### src/rtl/fly_out_animator.sv
// Flies the 4x4 fly from its landing fruit back to x=0, restoring the background behind it
// one step at a time and redrawing it 1 px further left on each step.
module fly_out_animator #(
  parameter int         HOLD_CYCLES = 150000,
  parameter int         FLY_Y       = 165,
  parameter int         SCREEN_W    = 320,
  parameter logic [2:0] FLY_COLOUR  = 3'b000,
  parameter int         X_A         = 50,
  parameter int         X_B         = 125,
  parameter int         X_C         = 200,
  parameter int         X_D         = 275
) (
  input  logic        clock,
  input  logic        reset,
  input  logic        start,
  input  logic [1:0]  address,
  output logic [16:0] bg_addr,
  input  logic [2:0]  bg_colour,
  output logic [8:0]  x,
  output logic [7:0]  y,
  output logic [2:0]  colour,
  output logic        plot,
  output logic        over
);

  // Counter must reach 16 for ERASE as well as HOLD_CYCLES-1 for HOLD.
  localparam int CNT_W = (HOLD_CYCLES > 17) ? $clog2(HOLD_CYCLES) : 5;
  localparam logic [CNT_W-1:0] HOLD_LAST  = CNT_W'(HOLD_CYCLES - 1);
  localparam logic [CNT_W-1:0] DRAW_LAST  = CNT_W'(15);
  localparam logic [CNT_W-1:0] ERASE_LAST = CNT_W'(16);

  typedef enum logic [2:0] {
    S_IDLE, S_LOAD, S_DRAW, S_HOLD, S_ERASE, S_STEP, S_DONE
  } state_t;

  state_t           state, state_nxt;
  logic [CNT_W-1:0] cnt, cnt_nxt;
  logic [8:0]       fx, fx_nxt;
  logic [8:0]       px;
  logic [7:0]       py;
  logic             erase_issue;
  logic             vld_p0;
  logic [8:0]       x_p0;
  logic [7:0]       y_p0;

  function automatic logic [8:0] start_x(input logic [1:0] a);
    case (a)
      2'd0:    return 9'(X_A);
      2'd1:    return 9'(X_B);
      2'd2:    return 9'(X_C);
      default: return 9'(X_D);
    endcase
  endfunction

  function automatic logic [16:0] bg_index(input logic [7:0] row_y, input logic [8:0] col_x);
    return 17'(row_y) * 17'(SCREEN_W) + 17'(col_x);
  endfunction

  // Pixel k of the fly sits at column k[1:0], row k[3:2] relative to (fx, FLY_Y).
  assign px          = fx + {7'd0, cnt[1:0]};
  assign py          = 8'(FLY_Y) + {6'd0, cnt[3:2]};
  assign erase_issue = (state == S_ERASE) && !cnt[4];
  assign bg_addr     = erase_issue ? bg_index(py, px) : 17'd0;
  assign over        = (state == S_DONE);

  always_ff @(posedge clock) begin
    if (reset) begin
      state <= S_IDLE;
      cnt   <= '0;
      fx    <= '0;
    end else begin
      state <= state_nxt;
      cnt   <= cnt_nxt;
      fx    <= fx_nxt;
    end
  end

  always_comb begin
    state_nxt = state;
    cnt_nxt   = cnt;
    fx_nxt    = fx;
    case (state)
      S_IDLE: if (start) state_nxt = S_LOAD;
      // The fly-in block left the fly drawn at the fruit, so the first move is a hold.
      S_LOAD: begin
        fx_nxt    = start_x(address);
        cnt_nxt   = '0;
        state_nxt = S_HOLD;
      end
      S_DRAW: begin
        if (cnt == DRAW_LAST) begin
          cnt_nxt   = '0;
          state_nxt = S_HOLD;
        end else begin
          cnt_nxt = cnt + 1'b1;
        end
      end
      S_HOLD: begin
        if (cnt == HOLD_LAST) begin
          cnt_nxt   = '0;
          state_nxt = S_ERASE;
        end else begin
          cnt_nxt = cnt + 1'b1;
        end
      end
      S_ERASE: begin
        if (cnt == ERASE_LAST) begin
          cnt_nxt   = '0;
          state_nxt = (fx == 9'd0) ? S_DONE : S_STEP;
        end else begin
          cnt_nxt = cnt + 1'b1;
        end
      end
      // Only reached with fx > 0, so the decrement never wraps.
      S_STEP: begin
        fx_nxt    = fx - 9'd1;
        state_nxt = S_DRAW;
      end
      S_DONE:  if (!start) state_nxt = S_IDLE;
      default: state_nxt = S_IDLE;
    endcase
  end

  // Stage p0: erase coordinates wait one cycle for the synchronous ROM read.
  always_ff @(posedge clock) begin
    if (reset) vld_p0 <= 1'b0;
    else       vld_p0 <= erase_issue;
  end

  always_ff @(posedge clock) begin
    if (erase_issue) begin
      x_p0 <= px;
      y_p0 <= py;
    end
  end

  // Stage p1: registered pixel rail, fed by DRAW directly or by the erase pipe.
  always_ff @(posedge clock) begin
    if (reset) begin
      plot   <= 1'b0;
      x      <= '0;
      y      <= '0;
      colour <= '0;
    end else if (state == S_DRAW) begin
      plot   <= 1'b1;
      x      <= px;
      y      <= py;
      colour <= FLY_COLOUR;
    end else begin
      plot <= vld_p0;
      if (vld_p0) begin
        x      <= x_p0;
        y      <= y_p0;
        colour <= bg_colour;
      end
    end
  end

endmodule

### config.mk
export PLATFORM = sky130hd
export DESIGN_NAME = fly_out_animator
export DESIGN_NICKNAME = d
export VERILOG_FILES = /design/src/rtl/fly_out_animator.sv
export SDC_FILE = /design/constraint.sdc
export NUM_CORES = 1
export LEC_CHECK = 0
export CELL_PAD_IN_SITES_DETAIL_PLACEMENT = 0
export CELL_PAD_IN_SITES_GLOBAL_PLACEMENT = 1
export CORE_AREA = 2 2 98 100
export CTS_CLUSTER_DIAMETER = 200
export DETAILED_ROUTE_END_ITERATION = 10
export DIE_AREA = 0 0 100 102
export HOLD_SLACK_MARGIN = 0.15
export PLACE_DENSITY_LB_ADDON = 0.1
export SYNTH_ARGS = -nofsm -noshare
export SYNTH_HDL_FRONTEND = slang
export SYNTH_SLANG_ARGS = --single-unit
### constraint.sdc
create_clock -name clock -period 4.2 [get_ports clock]
set_input_delay 0.63 -clock clock [delete_from_list [all_inputs] [get_ports clock]]
set_output_delay 0.63 -clock clock [all_outputs]
set_load 0.01 [all_outputs]
==> flow_summary.toml, run 1 <==
[logic_synthesis]
synth_top_cell_by_area = "dfxtp_1"
synth_xor_area_frac = 0.0607
synth_flop_cell = "dfxtp_1"
synthDistinctLibCells = 63
syn_avg_cell_area_um2 = 8.63
synthCells = 435
synth_compound_area_frac = 0.144
async_flop_share = 0
synth_top_family_by_area = "simple AND/OR/NAND/NOR gates"
ys_seq_elements = 62
yosysTopAreaCellShare = 0.261
synthTopCellsByCount = "56 x nor2_1, 49 x dfxtp_1, 30 x nand2_1, 28 x inv_1, 24 x xnor2_1"
yosys-top-cells-area = "dfxtp_1 26%, edfxtp_1 10%, ha_1 6.3%"
synth_fa_ha_area_frac = 0.0740
netlist_area_mm2 = 0.00375
yosys-mux-area-fraction = 0.0400
yosys_warnings = 0
synth-simple-area-share = 0.247
synth_edf_count = 13
ys_seq_area_frac = 0.365
synth_most_common_cell = "nor2_1"

[timing]
slew_viol_final = 0
period_needed_ns = 4.15
worst_pin_slew_ns = 1.01
post-route-period-util = 0.989
layout_setup_ws_ns = 0.0463
rsz0062_at_grt = "true"
hold-worst-slack_ns = 0.481
slew_headroom = 0.325
skew_ns = 0.00968
hold_viol = 0
setup_viol = 0
max_freq_ghz = 0.241

[critical_path]
cp.arrival_ns = 3.52
worst_setup_path_start_kind = "flip-flop"
crit_required_ns = 3.57
crit_path_top_delay_cell = "fa_2"
cp_max_fo = 5
setup.worst_path.class = "flip-flop to output port"
r2r_cells = 6
path_cells = "inv_1 > fa_2 > and3b_2 > nand2_2 > xnor2_2 > ha_2 > inv_1 > fa_2 > or3_1 > nor4_2 > o41ai_2 > xnor2_1 > nor2_1 > dlygate4sd2_1"
slowest_delay_ns = 0.42
end_kind = "output port"

[final_layout]
area.sequential_mm2 = 0.00137
multi_input_area_mm2 = 0.00222
antenna_cells = 0
final.fill_count = 886
drive_gt1_frac = 0.125
nets = 504
area_delta_synth_final_pct = 23.0

[floorplan]
die_area_mm2 = 0.0102
ioPinCount = 47
die_w_um = 100
coreArea_mm2 = 0.00911
die_height_um = 102
row_count = 35
initial_core_util = 0.412

[global_route]
grt_pass1_vias = 2843
grt_max_degree = 33
track_usage = 0.178
overflow = 0
grt_pass1_wl_mm = 14.2
antenna_found_initial = 0

[place]
dpl_worst_slack_ns = 0.0624
hpwlAfterDp_mm = 6.29
portBuffers = 43
gp_routability_congestion = 0.896

[hold_path]
hold_class = "flip-flop to flip-flop"
min_path_cells = 1

[power]
ir_drop_mv = 0.174
power_switching_uw = 943
intPower_mw = 1.53
seqPwrFrac = 0.356
leakagePower_nw = 1.66
power_frac_clock = 0.250
powerDensity_mw_per_mm2 = 536
swShare = 0.381
power_frac_comb = 0.395
p_total_mw = 2.47

[route]
vias = 3163
via_per_inst = 5.35
dr_wl_met2_mm = 4.00
avgRoutedWirePerCell_um = 15.2
drc = 0
first_pass_iters = 4
drt-met1-wl_mm = 4.60
drtIter0Drc = 88
top_layer_used = "met4"
dr_wl_met3_um = 262
wl_mm = 8.98
ant_nets = 0

[clocking]
clock_sinks = 62
insertion_delay_ns = 0.34
htreeDepth = 3
clk_pin_slew_ns = 0.08
cts-root-buf = "clkbuf_8"
cts_hold_buf = 0
cts_buffers = 9
clk_path_buf_depth = 2
cts_tree = "done"

[outcome]
status = "complete, no violations"

[flow_run]
maxCapViolations = 0
flip-flops by register name, indices dropped and copies added, names as in the netlist:
name,flops
cnt,18
colour,3
fx,9
plot,1
state,3
vld_p0,1
x,9
x_p0,9
y,5
y_p0,4
critical path: cells and delay by family (launching register included):
| kind | cells | cell delay, ns |
|---|---|---|
| simple gates | 5 | 0.95 |
| compound gates | 1 | 0.12 |
| xor+xnor | 2 | 0.29 |
| fa+ha+maj | 3 | 0.99 |
| flops | 1 | 0.41 |
| buf+inv | 3 | 0.44 |
layout by cell type, fill, tap and decap left out, types with 3 or more instances in the layout:
cell,netlist,final
a211oi_1,22,22
a21oi_1,17,16
and2_1,5,5
buf_4,6,14
clkbuf_8,0,9
clkdlybuf4s50_1,0,39
conb_1,1,3
dfxtp_1,49,47
edfxtp_1,13,13
ha_1,19,17
inv_1,28,28
inv_6,0,4
mux2i_1,15,15
nand2_1,30,29
nand3_1,13,12
nand3b_1,6,6
nand4_1,3,3
nand4b_1,3,3
nand4bb_1,3,3
nor2_1,56,56
nor2b_1,8,8
nor3_1,10,10
nor3b_2,0,3
nor4_1,14,11
nor4_2,1,4
o21ai_0,8,8
o22ai_1,7,7
or3_1,4,4
xnor2_1,24,23
power groups by stage:
stage / clock network (mW) / logic (mW) / registers (mW)
after floorplan: 0 / 0.665 / 0.837
after global placement: 0 / 0.951 / 0.881
after detailed placement: 0 / 0.952 / 0.886
after CTS: 0.632 / 0.964 / 0.874
after global routing: 0.657 / 1.09 / 0.899
final: 0.618 / 0.976 / 0.880
per-layer routing:
layer,vias up,global-route usage
li1,1607,-
met1,1484,0.249
met2,59,0.277
met3,13,0.0260
met4,0,0.0706
met5,-,0
stage by stage:
| stage | setup TNS, ns | cell area (um2) | util | std cells |
|---|---|---|---|---|
| 5_1_grt | -0.131 | 4610 | 0.507 | 591 |
| 3_5_place_dp | 0 | 4280 | 0.470 | 574 |
| 6_report | 0 | 4610 | 0.507 | 591 |
| 3_3_place_gp | 0 | 4280 | 0.470 | 574 |
| 4_1_cts | 0 | 4550 | 0.499 | 591 |
| 2_1_floorplan | 0 | 3760 | - | 437 |
timing repair:
action                     in CTS  in global routing
setup endpoints to repair       5                  5
pin swaps                       0                  7
setup buffers                   1                  0
resized for setup               6                 19
gates cloned                    0                  0
path summary, 6_finish.rpt:
kind	startpoint	to	slack, ns
max	fx[1]$_SDFFE_PP0P_	bg_addr[12]	0.05
min	y[5]$_SDFFE_PP0P_	y[5]$_SDFFE_PP0P_	0.48
max reg2reg	cnt[2]$_SDFFE_PP0P_	cnt[16]$_SDFFE_PP0P_	1.78
min reg2reg	y[5]$_SDFFE_PP0P_	y[5]$_SDFFE_PP0P_	0.48
final cells by class:
| cell class | instances | share of cell area |
|---|---|---|
| Inverter | 28 | 0.0228 |
| Sequential cell | 62 | 0.298 |
| Clock buffer | 11 | 0.0377 |
| Tap cell | 111 | 0.0301 |
| Timing Repair Buffer | 57 | 0.116 |
| Clock inverter | 5 | 0.0141 |
| Multi-Input combinational cell | 317 | 0.482 |
kinds of logic after synthesis:
group,count (synthesis)
flops,62
compound gates,77
buf+inv,58
xor+xnor,26
mux,15
other cells,1
simple gates,175
fa+ha+maj,21
Note: power is estimated with default switching activity, not from simulation.
==> run 2, diff against run 1 <==
--- a/config.mk
+++ b/config.mk
@@ -8,6 +8,7 @@
 export CELL_PAD_IN_SITES_DETAIL_PLACEMENT = 0
 export CELL_PAD_IN_SITES_GLOBAL_PLACEMENT = 1
 export CORE_AREA = 2 2 98 100
+export CTS_BUF_LIST = sky130_fd_sc_hd__clkbuf_16
 export CTS_CLUSTER_DIAMETER = 200
 export DETAILED_ROUTE_END_ITERATION = 10
 export DIE_AREA = 0 0 100 102
==> constraint.sdc (replaced) <==
create_clock -name clock -period 4.6 [get_ports clock]
set_input_delay 0.69 -clock clock [delete_from_list [all_inputs] [get_ports clock]]
set_output_delay 0.69 -clock clock [all_outputs]
set_load 0.01 [all_outputs]
==> flow_summary.toml, run 2 (same netlist as run 1, synthesis figures left out) <==
[global_route]
track_usage = 0.182
overflow = 0
antenna_found_initial = 0
grt_pass1_wl_mm = 14.7
grt_pass1_vias = 2874
grt_max_degree = 33

[timing]
fin_setup_tns_ns = 0
post-route-period-util = 0.947
slew_viol_final = 0
skew_ns = 0.00757
hold_viol = 0
slew_headroom = 0.344
worst_pin_slew_ns = 0.982
setup_viol = 0
max_freq_ghz = 0.230
rsz0062_at_grt = "true"
period_needed_ns = 4.36
hold-worst-slack_ns = 0.485

[route]
drtIter0Drc = 149
vias = 3135
ant_nets = 0
avgRoutedWirePerCell_um = 15.0
first_pass_iters = 4
wl_mm = 8.78
via_per_inst = 5.37
drc = 0

[critical_path]
setup.worst_path.class = "flip-flop to output port"
cp_max_fo = 6
crit_required_ns = 3.91
path_cells = "ha_1 > inv_1 > fa_1 > and3b_1 > nand2_1 > xnor2_2 > ha_1 > inv_1 > fa_2 > or3_1 > nor4_2 > o41ai_2 > xnor2_1 > nor2_1 > dlygate4sd2_1"
cp.arrival_ns = 3.67
crit_path_top_delay_cell = "fa_2"
end_kind = "output port"
critical_path.top_delay_family = "adder cells"
path_buf_inv = 3
slowest_delay_ns = 0.41
worst_setup_path_start_kind = "flip-flop"

[clocking]
insertion_delay_ns = 0.33
htreeDepth = 3
cts-root-buf = "clkbuf_16"
cts_buffers = 9
clk_pin_slew_ns = 0.06
cts_tree = "done"
clock_sinks = 62
clk_path_buf_depth = 2

[floorplan]
initial_core_util = 0.412
die_height_um = 102
die_area_mm2 = 0.0102
die_w_um = 100
row_count = 35
ioPinCount = 47
coreArea_mm2 = 0.00911

[power]
leakagePower_nw = 1.63
powerDensity_mw_per_mm2 = 514
p_total_mw = 2.37
ir_drop_mv = 0.231

[final_layout]
largest_reg_flops = 18
area.sequential_mm2 = 0.00137
multi_input_area_mm2 = 0.00218
final.fill_count = 902
area_delta_synth_final_pct = 22.6
regMostFlops = "cnt"
fin_area_mm2 = 0.00460
final_common_cell = "nor2_1"
antenna_cells = 0
drive_gt1_frac = 0.0909
layout_common_cells = "56 x nor2_1, 47 x dfxtp_1, 41 x clkdlybuf4s50_1"
nets = 497

[place]
gp_routability_congestion = 0.815
place_area_mm2 = 0.00422
hpwlAfterDp_mm = 6.21
portBuffers = 43

[flow_run]
maxCapViolations = 0

[hold_path]
hold_class = "flip-flop to flip-flop"

[outcome]
status = "complete, no violations"
## run 2: metrics by stage
| stage | instances | setup slack [ns] | utilization |
|---|---|---|---|
| floorplan | 437 | 0.664 | - |
| global placement | 566 | 0.187 | 0.464 |
| detailed placement | 566 | 0.0406 | 0.464 |
| CTS | 584 | 0.165 | 0.502 |
| global route | 584 | -0.00383 | 0.505 |
| finish | 584 | 0.245 | 0.505 |
## run 2: report_power, final
group,internal [mW],switching (mW)
sequential,0.676,0.141
clock,0.459,0.263
combinational,0.367,0.461
total,1.50,0.864
## run 2: metal layers
metal,global-route usage,vias up,share of wire
met5,0,-,0
met4,0.0632,0,0.016
met3,0.0315,9,0.039
met2,0.284,61,0.44
met1,0.256,1464,0.50
li1,-,1601,-
## run 2: path summary, 6_finish.rpt
path	to	slack, ns	depth (start not counted)	from
min reg2reg	y[5]$_SDFFE_PP0P_	0.49	1	y[5]$_SDFFE_PP0P_
max reg2reg	cnt[14]$_SDFFE_PP0P_	2.17	6	cnt[3]$_SDFFE_PP0P_
min	y[5]$_SDFFE_PP0P_	0.49	1	y[5]$_SDFFE_PP0P_
max	bg_addr[12]	0.24	15	fx[0]$_SDFFE_PP0P_
## run 2: layout make-up
class | count | share of cell area
inverters | 28 | 0.0228
well taps | 111 | 0.0302
flip-flops and latches | 62 | 0.299
clock inverters | 6 | 0.0155
repair buffers | 50 | 0.104
clock buffers | 10 | 0.0544
multi-input cells | 317 | 0.474
## run 2: repair_timing
action                                  4_1_cts  5_1_grt
endpoints found under the setup margin        2        3
hold buffers                                  0        0
pin swaps                                     1        0
buffers inserted                              2        0
cloned                                        0        0
resized for setup                             7        4
